===== src/rtl/mask_rnd_source.sv =====
// Fresh-randomness source for masked gadgets: seeded Fibonacci LFSR unrolled N_RND steps
// per clock, delivered through a registered valid/ready output.
module mask_rnd_source #(
  parameter int unsigned      N_RND  = 4,
  parameter int unsigned      LFSR_W = 64,
  parameter logic [LFSR_W-1:0] TAPS  = 64'hD800_0000_0000_0000,
  parameter int unsigned      SEED_W = 16,
  parameter int unsigned      WARM   = 16
) (
  input  logic              clk_i,
  input  logic              rst_i,
  input  logic [SEED_W-1:0] seed_data_i,
  input  logic              seed_valid_i,
  output logic              seed_ready_o,
  input  logic              reseed_i,
  output logic [N_RND-1:0]  rnd_o,
  output logic              rnd_valid_o,
  input  logic              rnd_ready_i,
  output logic              busy_o,
  output logic [15:0]       word_cnt_o
);

  localparam int unsigned Beats = LFSR_W / SEED_W;
  localparam int unsigned BeatW = (Beats > 1) ? $clog2(Beats) : 1;
  localparam int unsigned WarmW = (WARM > 1) ? $clog2(WARM) : 1;
  localparam logic [BeatW-1:0] BeatLast = BeatW'(Beats - 1);
  localparam logic [WarmW-1:0] WarmLast = WarmW'(WARM - 1);

  typedef enum logic [1:0] {StLoad, StWarmup, StRun} state_e;

  state_e             state_q, state_d;
  logic [LFSR_W-1:0]  lfsr_q, lfsr_d;
  logic [BeatW-1:0]   beat_q, beat_d;
  logic [WarmW-1:0]   warm_q, warm_d;
  logic [N_RND-1:0]   rnd_q, rnd_d;
  logic               rnd_valid_q, rnd_valid_d;
  logic [15:0]        word_cnt_q, word_cnt_d;

  logic [LFSR_W-1:0]  lfsr_step;
  logic [N_RND-1:0]   word_step;
  logic [LFSR_W-1:0]  seed_shift;

  // N_RND chained LFSR steps; the feedback bit of step i becomes word bit i.
  always_comb begin
    lfsr_step = lfsr_q;
    word_step = '0;
    for (int i = 0; i < N_RND; i++) begin
      word_step[i] = ^(lfsr_step & TAPS);
      lfsr_step    = {lfsr_step[LFSR_W-2:0], word_step[i]};
    end
  end

  assign seed_shift = {lfsr_q[LFSR_W-SEED_W-1:0], seed_data_i};

  always_comb begin
    state_d     = state_q;
    lfsr_d      = lfsr_q;
    beat_d      = beat_q;
    warm_d      = warm_q;
    rnd_d       = rnd_q;
    rnd_valid_d = rnd_valid_q;
    word_cnt_d  = word_cnt_q;

    if (rnd_valid_q && rnd_ready_i && (word_cnt_q != 16'hFFFF)) begin
      word_cnt_d = word_cnt_q + 16'd1;
    end

    if (reseed_i) begin
      // LFSR state is left alone; the next full seed overwrites it completely.
      state_d     = StLoad;
      beat_d      = '0;
      warm_d      = '0;
      rnd_d       = '0;
      rnd_valid_d = 1'b0;
      word_cnt_d  = '0;
    end else begin
      case (state_q)
        StLoad: begin
          if (seed_valid_i) begin
            lfsr_d = seed_shift;
            beat_d = beat_q + BeatW'(1);
            if (beat_q == BeatLast) begin
              beat_d = '0;
              warm_d = '0;
              // An all-zero state would lock the LFSR; kick it out of the zero orbit.
              if (seed_shift == '0) begin
                lfsr_d[0] = 1'b1;
              end
              state_d = (WARM == 0) ? StRun : StWarmup;
            end
          end
        end
        StWarmup: begin
          lfsr_d = lfsr_step;
          warm_d = warm_q + WarmW'(1);
          if (warm_q == WarmLast) begin
            state_d = StRun;
          end
        end
        StRun: begin
          if (!rnd_valid_q || rnd_ready_i) begin
            rnd_d       = word_step;
            rnd_valid_d = 1'b1;
            lfsr_d      = lfsr_step;
          end
        end
        default: state_d = StLoad;
      endcase
    end
  end

  always_ff @(posedge clk_i or posedge rst_i) begin
    if (rst_i) begin
      state_q     <= StLoad;
      lfsr_q      <= '0;
      beat_q      <= '0;
      warm_q      <= '0;
      rnd_q       <= '0;
      rnd_valid_q <= 1'b0;
      word_cnt_q  <= '0;
    end else begin
      state_q     <= state_d;
      lfsr_q      <= lfsr_d;
      beat_q      <= beat_d;
      warm_q      <= warm_d;
      rnd_q       <= rnd_d;
      rnd_valid_q <= rnd_valid_d;
      word_cnt_q  <= word_cnt_d;
    end
  end

  assign seed_ready_o = (state_q == StLoad);
  assign busy_o       = (state_q != StRun);
  assign rnd_o        = rnd_q;
  assign rnd_valid_o  = rnd_valid_q;
  assign word_cnt_o   = word_cnt_q;

endmodule

===== config.mk =====
export PLATFORM = sky130hd
export DESIGN_NAME = mask_rnd_source
export DESIGN_NICKNAME = d
export VERILOG_FILES = /design/src/rtl/mask_rnd_source.sv
export SDC_FILE = /design/constraint.sdc
export NUM_CORES = 1
export LEC_CHECK = 0
export ABC_AREA = 0
export CORE_UTILIZATION = 51
export CTS_BUF_LIST = sky130_fd_sc_hd__clkbuf_4 sky130_fd_sc_hd__clkbuf_8 sky130_fd_sc_hd__clkbuf_16
export DETAILED_ROUTE_END_ITERATION = 8
export PLACE_DENSITY = 0.72
export SYNTH_ARGS = -nofsm -noshare
export SYNTH_HDL_FRONTEND = slang
export SYNTH_SLANG_ARGS = --single-unit

===== constraint.sdc =====
create_clock -name clk_i -period 4.37 [get_ports clk_i]
set_input_delay 1.0925 -clock clk_i [delete_from_list [all_inputs] [get_ports clk_i]]
set_output_delay 1.0925 -clock clk_i [all_outputs]
set_load 0.05 [all_outputs]

======== Word level (Yosys, flattened, before mapping) ========
Index checks and enable logic that the tools add are counted.
word-level totals
  flip-flop bits (word level) ............. 93
  input bits .............................. 21
  output and inout bits ................... 23
  word-level logic and storage cells ...... 71
cells by class
  add/sub/neg operators ................... 3
  eq/ne operators ......................... 12
  mux-type cells .......................... 26
  bitwise logic cells ..................... 1
  reductions and logical operators ........ 22
operator list
  cell                     count
  $reduce_xor A64 Y1       4
  $pmux W64 S3             1
  $mux W64                 2
  $logic_not A64 Y1        1
  $mux W16                 2
  $mux W4                  6
  $add A16 B1 Y16 const B  1
  $mux W2                  8
  $ne A16 B16 Y1 const B   1
  $reduce_bool A2 Y1       5
  $ne A2 B2 Y1 const B     4
  $pmux W4 S2              1
  $reduce_and A4 Y1        2
  $pmux W2 S3              1
  $reduce_bool A3 Y1       2
  $mux W1                  5
  $add A4 B1 Y4 const B    1
  $eq A2 B2 Y1 const B     2
  $eq A4 B4 Y1 const B     1
  $reduce_and A2 Y1        2
  $ne A3 B1 Y1 const B     1
  $ne A3 B2 Y1 const B     1
  $ne A3 B3 Y1 const B     1
  $reduce_and A3 Y1        1
  other kinds (7)          8

======== Longest topological paths before layout ========
  depth in word-level cells ............... 5
  depth in mapped cells ................... 8

======== Worst setup path after synthesis ========
Ideal clock, no wire load.
  path type ............................... input-to-reg
  from .................................... input rnd_ready_i
  to ...................................... register lfsr_q[1]
  arrival ................................. 2.286 ns
  slack ................................... 1.959 ns
  stages on the path ...................... 4
  path buffers ............................ 1
  cells stage by stage .................... nor2b_1 a2111oi_4 clkbuf_1 mux2_2
on the way
  cells in the longest elaborated chain, start to end .. 3
RTL lines
  what                                line  text
  start, declared                     18    input logic rnd_ready_i,
  $logic_or A1 B1 Y1                  101   if (!rnd_valid_q || rnd_ready_i) begin
  $ne A2 B2 Y1 (no source line)       -
  $reduce_and A4 Y1 (no source line)  -
  end signal, assigned                123   lfsr_q <= lfsr_d;
  end, declared                       32    logic [LFSR_W-1:0] lfsr_q, lfsr_d;
Every way passes these cells.
A chain may end at the register's enable or synchronous reset.

======== Final worst setup path ========
  from .................................... register state_q[0]
  to ...................................... output busy_o
on the way
  cells in the longest elaborated chain, start to end .. 1
RTL lines
  what                    line  text
  start, declared         31    state_e state_q, state_d;
  start signal, assigned  114   state_q <= StLoad;
  start signal, assigned  122   state_q <= state_d;
  $ne A2 B2 Y1            133   assign busy_o = (state_q != StRun);
  end, declared           19    output logic busy_o,
Every way passes these cells.

==> impl_metrics.csv <==
group,metric,value,unit
timing,setup_violations,0,
layout,final_util,61.2,%
timing,setup_ws,1.18,ns
timing,min_period,3.19,ns
timing,finalSetupTns,0,ns
setup_path,crit_chain,"inv_1, ha_1, inv_1, clkdlybuf4s50_1",
floorplan,fp.dieW,98.2,um
yosys,avgSynthCellArea,9.93,um^2
layout,layout.nets,535,
setup_path,crit_fanout,5,
pwr,ir_worst_vdd,0.000329,V
global_routing,antenna_found_initial,0,
global_routing,grtUsageTotal,22.2,%
global_routing,grt_pass1_vias,3344,
floorplan,dieArea,9640,um^2
pwr,power.leakage,2.04,nW
clock_tree,htree_levels,3,
route,firstDrtPassIters,7,
placement,placed_area,5220,um^2
setup_path,slowest_stage,"clkdlybuf4s50_1",
timing,slew_headroom,28.5,%
setup_path,path_delay_family,"buffers and inverters",
global_routing,grt_pass1_wl,16800,um
pwr,p_per_area,561,nW/um^2
clock_tree,clockBufferDepth,2,
global_routing,grt_max_degree,127,
hold_path,hold_class,"flip-flop to flip-flop",
clock_tree,clock_sinks,93,
placement,io_buffers,43,
setup_path,critPathBufInv,3,
timing,max_freq,0.313,GHz
setup_path,max_stage_delay,0.80,ns
yosys,synth_area_leaders,"dfrtp_1 (49%), mux2i_1 (13%), a21oi_1 (7.3%), nor2_1 (7.2%), xnor2_1 (2.2%)",
placement,pre_cts_ws,1.31,ns
layout,drive_gt1_share,6.46,%
clock_tree,cts_tree,"built",
clock_tree,cts.reportedPaths.clkPinSlew,0.09,ns
layout,fill_cells,761,
setup_path,crit_path_end_kind,"primary output",
route,wl,9860,um
global_routing,overflow,0,
route,ant_nets,0,
route,vias,3502,
clock_tree,post_cts_buffers,0,
floorplan,start_util,53.3,%
placement,gp_congestion,0.851,
yosys,synthesis.area,4720,um^2
yosys,synth_flop_cell,"dfrtp_1",
setup_path,required,3.28,ns
floorplan,num_rows,34,
timing,period_share,73.1,%
clock_tree,cts_root_buf,"clkbuf_8",
clock_tree,clk_latency,0.36,ns
yosys,synth_top_area_share,49.3,%
setup_path,start_kind,"flip-flop",
clock_tree,post_cts_resized,0,
setup_path,critPathKind,"flip-flop to primary output",
pwr,finalPower,3.04,mW
setup_path,cp.arrival,2.10,ns
yosys,yosysSeqAreaShare,49.3,%
layout,syn_to_final_growth,14.8,%
yosys,synth_cells,475,
floorplan,die_h,98.2,um
yosys,synth.largest_area_cell,"dfrtp_1",
yosys,synth_edf_count,0,
timing,rsz0062_at_grt,"no",
yosys,yosys-top-cells-count,"dfrtp_1 (93), nor2_1 (91), a21oi_1 (69)",
yosys,synth_most_common_cell,"dfrtp_1",
yosys,yosysWarnings,0,
timing,hold_viol,0,
route,vias_per_cell,5.66,
placement,place_hpwl,6750,um
yosys,async_flop_share,100,%
yosys,ys_types,43,
route,drc,0,
yosys,synth-seq-cells,93,
timing,skew,0.0126,ns
route,wl_per_cell,15.9,um
timing,finalMaxSlewViolations,0,
yosys,syn_nets,504,
layout,stdcell_area,5420,um^2
run_status,status,"complete, no violations",
floorplan,coreArea,8850,um^2
clock_tree,numCtsBuffers,9,
job,cap_violations,0,
route,drt_iter0_drc,201,
layout,antenna_cells,0,
floorplan,num_io_pins,44,
timing,tightestPinTransition,1.07,ns
clock_tree,ctsHoldBuffers,0,
setup_path,cpMostUsedCell,"inv_1",
## layout make-up
cell class	instances	area (um^2)	area share (%)
Sequential cell	93	2330	43.0
Multi-Input combinational cell	346	2250	41.6
Inverter	9	35.0	0.647
Clock inverter	4	48.8	0.901
Tap cell	108	135	2.49
Timing Repair Buffer	47	473	8.73
Clock buffer	12	146	2.70
## cell families (layout without fill, tap and decap cells)
kind of cell	count (synthesis)	after routing	share of synthesized area, %
DFF	93	93	49.3
xor gates and xnor gates	19	19	3.53
AOI/OAI and AO/OA	92	92	11.4
buffers and inverters	36	72	3.21
adders and majority gates	8	8	2.12
muxes	67	67	14.3
and+or+nand+nor	160	160	16.1
## cell usage in the layout, fill, tap and decap left out, types with 2 or more instances in the layout
cell type	synthesis	routed
clkbuf_8	0	9
clkinv_2	0	3
nor2b_1	7	7
xor2_1	7	7
o31ai_1	2	2
nor3_1	5	5
buf_4	0	3
and3_1	2	2
nand3_1	9	9
nand2b_1	2	2
clkdlybuf4s50_1	0	43
o21ai_0	6	6
nand2_1	12	12
mux2_2	4	4
nor2_1	91	91
a21oi_1	69	69
nand3b_1	2	2
ha_1	8	7
nor4_1	16	16
clkbuf_4	0	3
mux2i_1	63	63
o211ai_1	4	4
inv_1	9	8
nand4_1	5	5
o21bai_1	2	2
xnor2_1	12	12
dfrtp_1	93	93
or4_1	2	2
## registers in the layout, indices dropped and copies added (netlist names)
register and count:
beat_q 2, lfsr_q 64, rnd_o 4, rnd_valid_o 1
state_q 2, warm_q 4, word_cnt_o 16
## metrics by stage
| stage | std cells | hold slack, ns |
|---|---|---|
| 2_1_floorplan | 475 | 0.473 |
| 3_3_place_gp | 603 | 0.491 |
| 3_5_place_dp | 603 | 0.501 |
| 4_1_cts | 619 | 0.524 |
| 5_1_grt | 619 | 0.539 |
| 6_report | 619 | 0.524 |
## per-layer routing
layer / vias to the layer above / GRT usage [%] / share of wire, %
met3: 10 / 3.79 / 2.5
li1: 1724 / - / -
met2: 51 / 34.9 / 47
met5: - / 0 / 0
met1: 1717 / 31.5 / 49
met4: 0 / 6.77 / 1.1
## final timing paths
path / startpoint / endpoint / slack (ns) / cells past startpoint
min: warm_q[3] / warm_q[3] / 0.52 / 1
min reg2reg: warm_q[3] / warm_q[3] / 0.52 / 1
max reg2reg: state_q[0] / lfsr_q[1] / 2.17 / 5
min in group asynchronous: rst_i / lfsr_q[63] / 1.13 / 2
max: state_q[0] / busy_o / 1.18 / 4
max in group asynchronous: rst_i / lfsr_q[5] / 2.38 / 3
## power breakdown
part	total (mW)	leakage (nW)	internal, mW	switching (mW)
Sequential	1.43	1.07	1.12	0.305
Clock	0.573	0.105	0.283	0.289
Combinational	1.04	0.865	0.485	0.553
Total	3.04	2.04	1.89	1.15
No activity file was read; power rests on OpenSTA's default activity.
